### src/rtl/yacc_pkg.sv
// Shared constants and types for the YACC compressed-cache fill path.
// The cache-update stage imports this same package to decode CF and address fields.
package yacc_pkg;

    localparam int BEAT_W         = 64;
    localparam int BEATS_PER_LINE = 8;
    localparam int LINE_W         = BEAT_W * BEATS_PER_LINE;

    localparam int TAG_MSB = 31;
    localparam int TAG_LSB = 11;
    localparam int IDX_MSB = 10;
    localparam int IDX_LSB = 8;
    localparam int BID_MSB = 7;
    localparam int BID_LSB = 6;

    localparam int TAG_W = TAG_MSB - TAG_LSB + 1;
    localparam int IDX_W = IDX_MSB - IDX_LSB + 1;
    localparam int BID_W = BID_MSB - BID_LSB + 1;

    typedef enum logic [1:0] {
        CF_NONE    = 2'b00,
        CF_HALF    = 2'b01,
        CF_QUARTER = 2'b10,
        CF_RSVD    = 2'b11
    } cf_t;

    typedef enum logic {
        COLLECT = 1'b0,
        HOLD    = 1'b1
    } fill_state_t;

endpackage

### src/rtl/fill_line_classifier_if.sv
// Beat-in / line-out handshake bundle between memory, fill classifier and cache update.
// master = memory/downstream side, slave = the classifier.
interface fill_line_classifier_if
    import yacc_pkg::*;
#(
    parameter int BEAT_W = 64,
    parameter int LINE_W = 512,
    parameter int ADDR_W = 32
);
    logic              in_valid;
    logic              in_ready;
    logic [ADDR_W-1:0] in_addr;
    logic [BEAT_W-1:0] in_data;
    logic              in_last;

    logic              out_valid;
    logic              out_ready;
    logic [LINE_W-1:0] out_data;
    logic [1:0]        out_cf;
    logic [TAG_W-1:0]  out_tag;
    logic [IDX_W-1:0]  out_index;
    logic [BID_W-1:0]  out_blockid;

    modport master (
        output in_valid, in_addr, in_data, in_last, out_ready,
        input  in_ready, out_valid, out_data, out_cf, out_tag, out_index, out_blockid
    );

    modport slave (
        input  in_valid, in_addr, in_data, in_last, out_ready,
        output in_ready, out_valid, out_data, out_cf, out_tag, out_index, out_blockid
    );

endinterface

### src/rtl/line_cf_detect.sv
// Streaming zero-region tracker: decides the compression factor as beats arrive.
// cf reflects the flags including the beat presented this cycle.
module line_cf_detect
    import yacc_pkg::*;
#(
    parameter int BEAT_W = 64
)(
    input  logic              clock,
    input  logic              reset_n,
    input  logic [BEAT_W-1:0] beat_data,
    input  logic [2:0]        beat_idx,
    input  logic              accept,
    input  logic              clear,
    output cf_t               cf
);

    logic nz_mid_reg, nz_mid_next;
    logic nz_hi_reg,  nz_hi_next;
    logic beat_nz;

    always_comb begin
        beat_nz     = |beat_data;
        nz_mid_next = nz_mid_reg;
        nz_hi_next  = nz_hi_reg;
        if (clear) begin
            nz_mid_next = 1'b0;
            nz_hi_next  = 1'b0;
        end else if (accept) begin
            // beats 2-3 cover bits [255:128], beats 4-7 cover [511:256]
            if (beat_idx == 3'd2 || beat_idx == 3'd3)
                nz_mid_next = nz_mid_reg | beat_nz;
            if (beat_idx[2])
                nz_hi_next = nz_hi_reg | beat_nz;
        end
        cf = nz_hi_next ? CF_NONE : (nz_mid_next ? CF_HALF : CF_QUARTER);
    end

    always_ff @(posedge clock) begin
        if (!reset_n) begin
            nz_mid_reg <= 1'b0;
            nz_hi_reg  <= 1'b0;
        end else begin
            nz_mid_reg <= nz_mid_next;
            nz_hi_reg  <= nz_hi_next;
        end
    end

endmodule

### src/rtl/fill_line_classifier.sv
// Memory-fill front end: assembles 8 beats into a line, classifies its CF,
// splits the miss address and presents everything over a valid/ready handshake.
module fill_line_classifier
    import yacc_pkg::*;
#(
    parameter int BEAT_W = 64,
    parameter int LINE_W = 512,
    parameter int ADDR_W = 32
)(
    input  logic        clock,
    input  logic        reset_n,
    fill_line_classifier_if.slave bus,
    output logic        proto_err,
    output logic [31:0] cnt_cf0,
    output logic [31:0] cnt_cf1,
    output logic [31:0] cnt_cf2
);

    fill_state_t       state_reg, state_next;
    logic [2:0]        beat_cnt_reg;
    logic [TAG_W-1:0]  tag_reg;
    logic [IDX_W-1:0]  idx_reg;
    logic [BID_W-1:0]  bid_reg;
    cf_t               cf_reg;
    cf_t               cf_det;
    logic              proto_err_reg;
    logic [31:0]       cnt_vec [3];

    logic              accept;
    logic              last_slot;
    logic              handshake;
    logic [ADDR_W-1:0] addr_beat;
    logic [BID_LSB-1:0] addr_unused;

    assign accept      = bus.in_valid && (state_reg == COLLECT);
    assign last_slot   = (beat_cnt_reg == 3'(BEATS_PER_LINE - 1));
    assign handshake   = (state_reg == HOLD) && bus.out_ready;
    assign addr_beat   = bus.in_addr;
    assign addr_unused = addr_beat[BID_LSB-1:0];

    // in_ready and out_valid depend only on the state register, never on out_ready
    always_comb begin
        state_next    = state_reg;
        bus.in_ready  = 1'b0;
        bus.out_valid = 1'b0;
        case (state_reg)
            COLLECT: begin
                bus.in_ready = 1'b1;
                if (accept && last_slot)
                    state_next = HOLD;
            end
            HOLD: begin
                bus.out_valid = 1'b1;
                if (bus.out_ready)
                    state_next = COLLECT;
            end
            default: state_next = COLLECT;
        endcase
    end

    always_ff @(posedge clock) begin
        if (!reset_n)
            state_reg <= COLLECT;
        else
            state_reg <= state_next;
    end

    always_ff @(posedge clock) begin
        if (!reset_n) begin
            beat_cnt_reg  <= '0;
            tag_reg       <= '0;
            idx_reg       <= '0;
            bid_reg       <= '0;
            cf_reg        <= CF_NONE;
            proto_err_reg <= 1'b0;
        end else begin
            // in_last must coincide exactly with the final slot
            proto_err_reg <= accept && (bus.in_last != last_slot);
            if (accept) begin
                if (beat_cnt_reg == 3'd0) begin
                    tag_reg <= addr_beat[TAG_MSB:TAG_LSB];
                    idx_reg <= addr_beat[IDX_MSB:IDX_LSB];
                    bid_reg <= addr_beat[BID_MSB:BID_LSB];
                end
                if (last_slot) begin
                    cf_reg       <= cf_det;
                    beat_cnt_reg <= '0;
                end else if (bus.in_last) begin
                    beat_cnt_reg <= '0;
                end else begin
                    beat_cnt_reg <= beat_cnt_reg + 3'd1;
                end
            end
        end
    end

    line_cf_detect #(
        .BEAT_W (BEAT_W)
    ) u_cf_detect (
        .clock     (clock),
        .reset_n   (reset_n),
        .beat_data (bus.in_data),
        .beat_idx  (beat_cnt_reg),
        .accept    (accept),
        .clear     (accept && (beat_cnt_reg == 3'd0)),
        .cf        (cf_det)
    );

    // Line slots are only written while collecting, so they hold steady in HOLD.
    for (genvar gi = 0; gi < BEATS_PER_LINE; gi++) begin : g_slot
        logic [BEAT_W-1:0] slot_reg;

        always_ff @(posedge clock) begin
            if (!reset_n)
                slot_reg <= '0;
            else if (accept && beat_cnt_reg == 3'(gi))
                slot_reg <= bus.in_data;
        end

        assign bus.out_data[gi*BEAT_W +: BEAT_W] = slot_reg;
    end

    for (genvar gi = 0; gi < 3; gi++) begin : g_cnt
        logic [31:0] cnt_reg;

        always_ff @(posedge clock) begin
            if (!reset_n)
                cnt_reg <= '0;
            else if (handshake && cf_reg == cf_t'(gi) && cnt_reg != 32'hFFFF_FFFF)
                cnt_reg <= cnt_reg + 32'd1;
        end

        assign cnt_vec[gi] = cnt_reg;
    end

    assign bus.out_cf      = cf_reg;
    assign bus.out_tag     = tag_reg;
    assign bus.out_index   = idx_reg;
    assign bus.out_blockid = bid_reg;
    assign proto_err       = proto_err_reg;
    assign cnt_cf0         = cnt_vec[0];
    assign cnt_cf1         = cnt_vec[1];
    assign cnt_cf2         = cnt_vec[2];

endmodule

### src/flat_wrapper.sv
// flat-port wrapper written by rule: the top's interface ports become plain ports
module fill_line_classifier_flat import yacc_pkg::*;
#(
    parameter int BEAT_W = 64,
    parameter int LINE_W = 512,
    parameter int ADDR_W = 32
)
  (clock, reset_n, proto_err, cnt_cf0, cnt_cf1, cnt_cf2, bus_in_valid, bus_in_addr, bus_in_data, bus_in_last, bus_out_ready, bus_in_ready, bus_out_valid, bus_out_data, bus_out_cf, bus_out_tag, bus_out_index, bus_out_blockid);
  fill_line_classifier_if #(.BEAT_W(BEAT_W), .LINE_W(LINE_W), .ADDR_W(ADDR_W)) bus_i ();
  input  logic clock;
  input  logic reset_n;
  output logic proto_err;
  output logic [31:0] cnt_cf0;
  output logic [31:0] cnt_cf1;
  output logic [31:0] cnt_cf2;
  input wire logic [$bits(bus_i.in_valid)-1:0] bus_in_valid;
  input wire logic [$bits(bus_i.in_addr)-1:0] bus_in_addr;
  input wire logic [$bits(bus_i.in_data)-1:0] bus_in_data;
  input wire logic [$bits(bus_i.in_last)-1:0] bus_in_last;
  input wire logic [$bits(bus_i.out_ready)-1:0] bus_out_ready;
  output wire logic [$bits(bus_i.in_ready)-1:0] bus_in_ready;
  output wire logic [$bits(bus_i.out_valid)-1:0] bus_out_valid;
  output wire logic [$bits(bus_i.out_data)-1:0] bus_out_data;
  output wire logic [$bits(bus_i.out_cf)-1:0] bus_out_cf;
  output wire logic [$bits(bus_i.out_tag)-1:0] bus_out_tag;
  output wire logic [$bits(bus_i.out_index)-1:0] bus_out_index;
  output wire logic [$bits(bus_i.out_blockid)-1:0] bus_out_blockid;
  assign bus_i.in_valid = bus_in_valid;
  assign bus_i.in_addr = bus_in_addr;
  assign bus_i.in_data = bus_in_data;
  assign bus_i.in_last = bus_in_last;
  assign bus_i.out_ready = bus_out_ready;
  assign bus_in_ready = bus_i.in_ready;
  assign bus_out_valid = bus_i.out_valid;
  assign bus_out_data = bus_i.out_data;
  assign bus_out_cf = bus_i.out_cf;
  assign bus_out_tag = bus_i.out_tag;
  assign bus_out_index = bus_i.out_index;
  assign bus_out_blockid = bus_i.out_blockid;
  fill_line_classifier #(.BEAT_W(BEAT_W), .LINE_W(LINE_W), .ADDR_W(ADDR_W)) u_core (.clock(clock), .reset_n(reset_n), .bus(bus_i), .proto_err(proto_err), .cnt_cf0(cnt_cf0), .cnt_cf1(cnt_cf1), .cnt_cf2(cnt_cf2));
endmodule
### config.mk
export PLATFORM = sky130hd
export DESIGN_NAME = fill_line_classifier_flat
export DESIGN_NICKNAME = d
export VERILOG_FILES = /design/src/rtl/yacc_pkg.sv /design/src/rtl/fill_line_classifier_if.sv /design/src/rtl/line_cf_detect.sv /design/src/rtl/fill_line_classifier.sv /design/src/flat_wrapper.sv
export SDC_FILE = /design/constraint.sdc
export NUM_CORES = 1
export LEC_CHECK = 0
export CAP_MARGIN = 20
export CORE_AREA = 2 2 289 291
export CTS_BUF_LIST = sky130_fd_sc_hd__clkbuf_8 sky130_fd_sc_hd__clkbuf_16
export CTS_CLUSTER_SIZE = 25
export DETAILED_ROUTE_END_ITERATION = 7
export DIE_AREA = 0 0 291 293
export SLEW_MARGIN = 20
export SYNTH_ARGS = -nofsm -noshare
export SYNTH_HDL_FRONTEND = slang
export SYNTH_SLANG_ARGS = --single-unit
### constraint.sdc
create_clock -name clock -period 3.6 [get_ports clock]
set_clock_uncertainty 0.1 [all_clocks]
set_input_delay 0.72 -clock clock [delete_from_list [all_inputs] [get_ports clock]]
set_output_delay 0.72 -clock clock [all_outputs]
set_load 0.05 [all_outputs]
==> run metrics, run 1 <==
worst-skew pair later-pin latency 610 ps; initial core utilization 0.293; Post-DRT Antenna Nets 0; Top FF cell, synth dfxtp_1; number of enable-type register cells in the synthesized netlist 0; Critical Path Sink Type output pin; area of the core 81800 sq um; count of hold-fix buffers inserted at cts 0; largest net degree at the start of global routing 93; number of design-rule violations left by the first detailed-router iteration 1766; Synth Warn # 0; ratio of cells with drive above 1 in the final layout 0.0681; Worst-Margin Slew 865 ps; detailed-route vias per instance 4.91; post-detail-place hpwl 74800 um; crit path DAT 2210 ps; leakage power total 11.8 nW; sink of the worst hold path u_core.g_slot[6].slot_reg[47]; first-pass iteration count of the detailed router 5; end of the worst register-to-register path u_core.cnt_cf2[25]; leading area contributor after synthesis dfxtp_1; Final Hold Vio Count 0; DRC violations left 0; average wire per cell in the routed design 22.0 um; fin crit period 3030 ps; GR Util met1 0.296; CTS Buf Count 74; global-route wire length before repair 153000 um; outcome finished clean; PortBufs 733; count of distinct cell types in the synthesized netlist 53; met3 demand-to-capacity share in global routing 0.0697; worst min-delay path startpoint u_core.g_slot[6].slot_reg[47]; vias in the first global route 22000; global-route usage over all layers 0.240; clock tree from TritonCTS yes; number of nets in the finished design 3849; summed instance area of the synthesized netlist 24000 sq um; achievable clock frequency 330 MHz; max-slew violation total from the final report 0; worst setup path class register to output pin; Setup TNS 0 ps; die height 293 um; count of final setup violators 0; Post-Syn Instances 3077; number of cells on the worst hold path 2; Critical Path Fanout Max 10; CTS H-Tree Depth 3; RePlAce Congestion 0.856; cell chosen for the clock root clkbuf_16; final wirelength 107000 um; detailed-route via count 23900; clk sinks 643; Most Used Layer, Global Route met2; synthesized flop and latch total 643; logic depth of the worst register-to-register path 5; total global routing overflow 0; flop-to-flop setup slack 1020 ps; share of the yosys chip area belonging to registers 0.537; clock edge transition at the registers on the reported setup and hold paths 60 ps; worst voltage drop across the vdd grid 347 uV; Setup Fix Bufs, Post-CTS 0; boundary pin count 740; share of flip-flops with an asynchronous set or reset after synthesis 0; antenna violations before repair 9; Clock Tree Buf Depth 3; top cells by area, synth dfxtp_1, nand2_1, a21oi_1, clkbuf_1, or3_1; Crit Reg-Reg Startpoint u_core.state_reg; max FFs per register 512; crit path launch type register; unrepaired setup endpoints after global routing no; Synth top area share 0.537; MaxCap Viol Count 0; normalized max-slew margin 0.418; Die Wd 291 um; # rows 105; Data required, critical path 2780 ps; type of the tightest min-delay check register to register; Cell Pwr Density 451 nW/um^2; met2 track demand over resource in global routing 0.386; average footprint of a synthesized cell 7.79 sq um; area growth from synthesis to layout 47.2%; CTS-repair resized insts 0; total power consumption of the routed design 15.9 mW; share of the clock period used by the worst path after layout 0.842; die outline area 85300 sq um; Synthesized Nets 3187
==> per-layer routing <==
metal	share of wire	up-vias
li1	-	11500
met1	0.41	11200
met2	0.46	908
met3	0.085	210
met4	0.049	6
met5	0.00032	-
==> report_power, final <==
part           leakage [nW]  internal (mW)  total, mW  switching [mW]
Combinational          5.36          0.375       1.24           0.863
Sequential             5.20           7.21       7.25          0.0463
Clock                  1.24           4.23       7.42            3.19
Total                  11.8           11.8       15.9            4.10
==> synthesized netlist by cell type, types with 4 or more instances <==
cell type and n:
and3_1 16, nand3_1 39, ha_1 9, nand2b_1 8
buf_4 5, buf_2 9, dfxtp_1 643, o21ai_0 58
and4_1 11, or4_1 17, nor4_1 26, xor2_1 4
nand4_1 41, nor2_1 27, a21oi_1 610, o31ai_1 15
nor3_1 13, xnor2_1 8, clkbuf_1 227, o2111ai_1 5
and2_1 9, buf_1 27, nand2_1 1133, or3_1 54
o21a_1 4, inv_1 11, mux2i_1 9
==> layout by cell type, fill, tap and decap left out, types with 4 or more instances in the layout <==
master | netlist | final
a21oi_1 | 610 | 610
buf_12 | 0 | 21
nand2_1 | 1133 | 1128
inv_1 | 11 | 29
nand4_1 | 41 | 41
o31ai_1 | 15 | 15
or4_1 | 17 | 17
clkbuf_8 | 0 | 11
buf_4 | 5 | 103
clkdlybuf4s50_1 | 0 | 733
or3_1 | 54 | 54
nand3_1 | 39 | 36
and2_4 | 0 | 5
o21a_1 | 4 | 4
nor3_1 | 13 | 13
o2111ai_1 | 5 | 5
dfxtp_1 | 643 | 643
and3_1 | 16 | 13
clkbuf_16 | 0 | 74
and2_1 | 9 | 4
clkinv_2 | 0 | 9
mux2i_1 | 9 | 9
nand2_4 | 0 | 5
xor2_1 | 4 | 4
nand2b_1 | 8 | 8
and4_1 | 11 | 11
nor2_1 | 27 | 27
ha_1 | 9 | 9
nor4_1 | 26 | 26
xnor2_1 | 8 | 8
o21ai_0 | 58 | 58
==> through the flow <==
stage | hold slack [ps] | setup WS [ps] | util | area [sq um] | instances
after CTS | 353 | 543 | 0.431 | 35300 | 4857
final | 351 | 567 | 0.431 | 35300 | 4859
after global placement | 339 | 47.1 | 0.402 | 32900 | 4733
after detailed placement | 346 | 31.2 | 0.402 | 32900 | 4733
after global routing | 365 | 524 | 0.431 | 35300 | 4859
after floorplan | 388 | 1170 | - | 24000 | 3077
==> cell families (layout without fill, tap and decap cells) <==
kind of cell	Yosys count	after routing	synth area share
AO/OA/AOI/OAI	709	709	0.153
XOR/XNOR	12	12	0.00439
adder cells (fa/ha/maj)	9	9	0.00470
buffers and inverters	283	993	0.0457
flip-flops	643	643	0.537
multiplexers	9	9	0.00376
other	0	2	0
AND/OR/NAND/NOR	1412	1412	0.251
==> worst max path at each step <==
stage | start | endpoint
floorplan | u_core.cnt_cf2[0] | u_core.cnt_cf2[0]
global placement | bus_in_data[18] | u_core.u_cf_detect.nz_hi_reg
detailed placement | bus_in_data[18] | u_core.bus.out_cf[0]
CTS | u_core.state_reg | bus_out_valid
global route | u_core.state_reg | bus_out_valid
finish | u_core.state_reg | bus_in_ready
==> area by class of cell <==
type                            instances  area [sq um]
Sequential cell                       643         12900
Clock buffer                           85          2000
Fill cell                            8145         46600
Multi-Input combinational cell       2151         10100
Timing Repair Buffer                  857          8530
Antenna cell                            2          5.00
Inverter                               12          52.6
Tap cell                             1070          1340
Clock inverter                         39           383
==> worst max-delay path, cell delays in order, from the launching register on <==
cell,delay (ps)
dfxtp_1,680
inv_1,120
clkdlybuf4s50_1,790
Power figures use the tool's default switching activity.
==> run 2: changes to the inputs <==
clock period = 2.65 ns   (was 3.6 ns; I/O delays follow)
==> run metrics, run 2 (synthesized netlist as in run 1, its figures left out) <==
Most Used Layer, Global Route met2; final-layout worst hold slack 351 ps (-0.0570 ps); worst-skew pair later-pin latency 610 ps (about the same); Clock Tree Buf Depth 3 (unchanged); count of hold-fix buffers inserted at cts 0 (unchanged); met2 track demand over resource in global routing 0.403 (+0.0175); number of design-rule violations left by the first detailed-router iteration 1661 (-5.9%); total global routing overflow 0 (unchanged); max-slew violation total from the final report 0 (unchanged); non-filler instance count after layout 4907 (+0.99%); area growth from synthesis to layout 49.6%; clock tree from TritonCTS yes; # rows 105 (unchanged); CTS-repair resized insts 5 (+5); detailed-route via count 24200 (+1.4%); number of cells on the worst hold path 2 (unchanged); global-route usage over all layers 0.242 (+0.00151); number of nets in the finished design 3892 (+1.1%); Crit-path slowest cell clkdlybuf4s50_1; Worst-Margin Slew 724 ps (-141 ps); Critical Path Sink Type output pin; boundary pin count 740 (unchanged); clk sinks 643 (unchanged); cell chosen for the clock root clkbuf_16; normalized max-slew margin 0.516 (+0.0981); Critical Path Fanout Max 6 (-4); sink of the worst hold path u_core.g_slot[2].slot_reg[29]; post-detail-place hpwl 75400 um (+0.68%); RePlAce Congestion 0.880 (+2.9%); unrepaired setup endpoints after global routing no; vias in the first global route 22500 (+2.2%); global-route wire length before repair 155000 um (+1.2%); Die Wd 291 um (unchanged); clock edge transition at the registers on the reported setup and hold paths 60 ps (about the same); achievable clock frequency 386 MHz; Inst Count DP 4776 (+0.91%); CTS Buf Count 74 (unchanged); GR Util met1 0.301 (+0.00451); most frequent cells in the layout nand2_1, clkdlybuf4s50_1, dfxtp_1; flop-to-flop setup slack 360 ps (-660 ps); outcome finished clean; most common library cell in the layout ignoring fill and taps nand2_1; crit path DAT 1960 ps (-250 ps); largest stage delay on the critical path 860 ps (+70 ps); met3 demand-to-capacity share in global routing 0.0654 (-0.00431); total power consumption of the routed design 22.0 mW (+38%); Post-Layout Inst Area 35900 sq um (+1.6%); Setup TNS 0 ps (unchanged); Setup Fix Bufs, Post-CTS 0 (unchanged); MaxCap Viol Count 0 (unchanged); count of final setup violators 0 (unchanged); final wirelength 108000 um (+0.47%); average wire per cell in the routed design 21.9 um (-0.51%); die outline area 85300 sq um (unchanged); logic depth of the worst register-to-register path 7 (+2); Cell Pwr Density 612 nW/um^2 (+36%); area of the core 81800 sq um (unchanged); CTS H-Tree Depth 3 (unchanged); ratio of cells with drive above 1 in the final layout 0.0824 (+0.0143); Data required, critical path 2020 ps (-760 ps); detailed-route vias per instance 4.93 (+0.37%); Crit Reg-Reg Startpoint u_core.bus.out_cf[1]; PortBufs 733 (unchanged); max FFs per register 512 (unchanged); area post-placement 33400 sq um (+1.4%); critical path's top delay family buffers and inverters; worst min-delay path startpoint u_core.g_slot[2].slot_reg[29]; antenna violations before repair 8 (-1); DRC violations left 0 (unchanged); leakage power total 12.2 nW (+3.3%); end of the worst register-to-register path u_core.cnt_cf2[21]; buffering stage count on the worst path with inverters included 1 (-1); initial core utilization 0.293 (unchanged); first-pass iteration count of the detailed router 5 (unchanged); Post-DRT Antenna Nets 0 (unchanged); CP Cell Sequence clkdlybuf4s50_1; type of the tightest min-delay check register to register; worst voltage drop across the vdd grid 500 uV (+44%); die height 293 um (unchanged); share of the clock period used by the worst path after layout 0.978; Final Hold Vio Count 0 (unchanged); crit path launch type register; largest net degree at the start of global routing 106 (+14%); worst setup path class register to output pin; fin crit period 2590 ps
-- run 2: cell count changes in the layout (fill, tap and decap cells not counted), sizes merged --
cell / before / now
bufinv: 3 / 5
clkinvlp: 0 / 3
clkbuf: 85 / 89
clkdlybuf4s50: 733 / 718
clkinv: 15 / 11
buf: 124 / 174
diode: 2 / 4
dlygate4sd2: 0 / 4
inv: 33 / 31
dlymetal6s2s: 0 / 4
-- run 2: worst max path at each step --
stage          depth (start not counted)                from  slack [ps]                            to
4_1_cts                                1  u_core.cnt_cf2[19]           1                   cnt_cf2[19]
5_1_grt                                1   u_core.cnt_cf2[2]          20                    cnt_cf2[2]
6_report                               1  u_core.cnt_cf2[16]          60                   cnt_cf2[16]
3_3_place_gp                           9     bus_in_data[18]        -680          u_core.bus.out_cf[0]
3_5_place_dp                           9     bus_in_data[18]        -790  u_core.u_cf_detect.nz_hi_reg
2_1_floorplan                          7   u_core.cnt_cf2[0]         220             u_core.cnt_cf2[0]
-- run 2: worst min-delay path: stages (launching register included) --
cell and delay, ps:
dfxtp_1 300, nand2_1 50, a21oi_1 50
-- run 2: final cells by class --
type | instances | area (sq um)
sequential | 643 | 12900
clock inverter | 38 | 392
inverter | 12 | 52.6
fill | 8116 | 46000
tap | 1070 | 1340
antenna | 4 | 10.0
multi-input combinational | 2151 | 10100
clock buffer | 89 | 2070
timing repair buffer | 900 | 9000
-- run 2: where the power goes --
group          switching (mW)  internal [mW]
combinational            1.18          0.549
clock                    4.31           6.06
sequential             0.0665           9.79
total                    5.56           16.4
-- run 2: metrics by stage --
step	util	setup slack [ps]
after CTS	0.438	1.06
after floorplan	-	220
final	0.438	57.5
after global routing	0.438	23.4
after global placement	0.408	-681
after detailed placement	0.408	-789
-- run 2: per-layer routing --
| layer | wire length, um | up-vias | part of all wire |
|---|---|---|---|
| met4 | 3590 | 8 | 0.033 |
| met3 | 9150 | 171 | 0.085 |
| li1 | - | 11600 | - |
| met1 | 44000 | 11500 | 0.41 |
| met5 | 45 | - | 0.00042 |
| met2 | 50900 | 870 | 0.47 |
==> run 3: changes to the inputs <==
CORE_AREA = 2 2 290 292   (was 2 2 289 291)
DIE_AREA = 0 0 292 294   (was 0 0 291 293)
SKIP_LAST_GASP = 1   (was unset)
clock period = 2.6 ns   (was 2.65 ns; I/O delays follow)
==> run metrics, run 3 (synthesized netlist as in run 1, its figures left out) <==
outcome finished clean; clk sinks 643 (unchanged); logic depth of the worst register-to-register path 5 (-2); global-route usage over all layers 0.237 (-0.00496); worst min-delay path startpoint bus_in_addr[9]; Post-DRT Antenna Nets 0 (unchanged); final wirelength 106000 um (-1.2%); vias in the first global route 22100 (-1.6%); cell chosen for the clock root clkbuf_16; critical path's top delay family buffers and inverters; MaxCap Viol Count 0 (unchanged); most common library cell in the layout ignoring fill and taps nand2_1; die height 294 um (+0.34%); DRC violations left 0 (unchanged); worst setup path class register to output pin; Crit-path slowest cell clkdlybuf4s50_1; area of the core 82900 sq um (+1.3%); Die Wd 292 um (+0.34%); Critical Path Fanout Max 5 (-1); CP Cell Sequence clkdlybuf4s50_1; sink of the worst hold path u_core.bus.out_index[1]; post-detail-place hpwl 74800 um (-0.67%); worst-skew pair later-pin latency 620 ps (about the same); Clock Tree Buf Depth 3 (unchanged); flop-to-flop setup slack 270 ps (-90 ps); RePlAce Congestion 0.861 (-2.2%); crit path launch type register; clock edge transition at the registers on the reported setup and hold paths 60 ps (about the same); leakage power total 12.4 nW (+2.1%); unrepaired setup endpoints after global routing no; detailed-route via count 24200 (-0.054%); initial core utilization 0.289 (-0.00369); antenna violations before repair 8 (unchanged); Final Hold Vio Count 0 (unchanged); max FFs per register 512 (unchanged); normalized max-slew margin 0.498 (-0.0176); largest stage delay on the critical path 900 ps (+40 ps); boundary pin count 740 (unchanged); clock tree from TritonCTS yes; global-route wire length before repair 153000 um (-1.5%); detailed-route vias per instance 4.90 (-0.44%); number of nets in the finished design 3898 (+0.15%); average wire per cell in the routed design 21.6 um (-1.6%); type of the tightest min-delay check input pin to register; CTS Buf Count 73 (-1.4%); share of the clock period used by the worst path after layout 0.984; buffering stage count on the worst path with inverters included 1 (unchanged); number of cells on the worst hold path 3 (+1); Cell Pwr Density 629 nW/um^2 (+2.7%); Critical Path Sink Type output pin; Data required, critical path 1980 ps (-40 ps); Post-Layout Inst Area 36000 sq um (+0.46%); most frequent cells in the layout nand2_1, clkdlybuf4s50_1, dfxtp_1; fin crit period 2560 ps; Setup Fix Bufs, Post-CTS 0 (unchanged); achievable clock frequency 391 MHz; Worst-Margin Slew 746 ps (+21.7 ps); number of fill cells in the layout 8138 (+0.27%); PortBufs 733 (unchanged); CTS H-Tree Depth 3 (unchanged); # rows 106 (+0.95%); crit path DAT 1940 ps (-20 ps); worst voltage drop across the vdd grid 454 uV (-9.2%); area growth from synthesis to layout 50.3%; Inst Count DP 4793 (+0.36%); Crit Reg-Reg Startpoint u_core.cnt_cf0[9]; max-slew violation total from the final report 0 (unchanged); count of hold-fix buffers inserted at cts 0 (unchanged); largest net degree at the start of global routing 121 (+14%); ratio of cells with drive above 1 in the final layout 0.0859 (+0.00343); end of the worst register-to-register path u_core.cnt_cf0[31]; count of final setup violators 0 (unchanged); die outline area 85800 sq um (+0.69%); first-pass iteration count of the detailed router 7 (+2); non-filler instance count after layout 4926 (+0.39%); area post-placement 33400 sq um (+0.26%); total global routing overflow 0 (unchanged); number of design-rule violations left by the first detailed-router iteration 1713 (+3.1%)
## run 3: how the worst max path moves through the flow
stage	start	endpoint	slack [ps]	cells past startpoint
after global placement	bus_in_data[31]	u_core.bus.out_cf[0]	-510	9
after CTS	u_core.cnt_cf0[29]	cnt_cf0[29]	5	1
after detailed placement	bus_in_data[31]	u_core.bus.out_cf[0]	-500	9
after global routing	u_core.cnt_cf0[10]	cnt_cf0[10]	0.6	1
after floorplan	u_core.cnt_cf2[0]	u_core.cnt_cf2[0]	170	7
final	u_core.cnt_cf2[23]	cnt_cf2[23]	40	1
## run 3: report_power, final
part / internal [mW] / switching, mW / total [mW]
sequential: 9.98 / 0.0613 / 10.0
combinational: 0.562 / 1.20 / 1.76
clock: 6.33 / 4.53 / 10.9
## run 3: what timing repair did
item                                    CTS  global route
gates resized for setup                  12            12
cloned                                    0             0
endpoints found under the setup margin   12            12
## run 3: metal layers
metal,vias to the layer above,routed length [um],GRT usage
li1,11600,-,-
met4,6,3710,0.0920
met5,-,30,0
met3,177,8880,0.0647
met1,11400,44400,0.301
met2,886,49300,0.382
## run 3: cell type report
cell class | count | area, sq um | area share
antenna | 3 | 7.51 | 0.000208
tap | 1080 | 1350 | 0.0375
clock buffer | 91 | 2070 | 0.0576
multi-input combinational | 2151 | 10100 | 0.280
timing repair buffer | 907 | 9080 | 0.252
sequential | 643 | 12900 | 0.357
inverter | 12 | 52.6 | 0.00146
clock inverter | 39 | 477 | 0.0132
## run 3: tightest hold or removal path, delay by kind of cell
kind,cells,cell delay [ps]
AO/OA/AOI/OAI,1,50
AND/OR/NAND/NOR,1,50
buffers and inverters,1,390
## run 3: through the flow
step / hold slack [ps] / setup TNS, ps / power, mW / setup WS, ps / utilization
after floorplan: 388 / 0 / 11.2 / 170 / -
after global placement: 341 / -1990 / 12.0 / -515 / 0.403
after detailed placement: 345 / -2100 / 12.0 / -499 / 0.403
after CTS: 288 / 0 / 22.9 / 5.08 / 0.434
after global routing: 331 / 0 / 23.3 / 0.556 / 0.435
final: 330 / 0 / 22.7 / 40.6 / 0.435
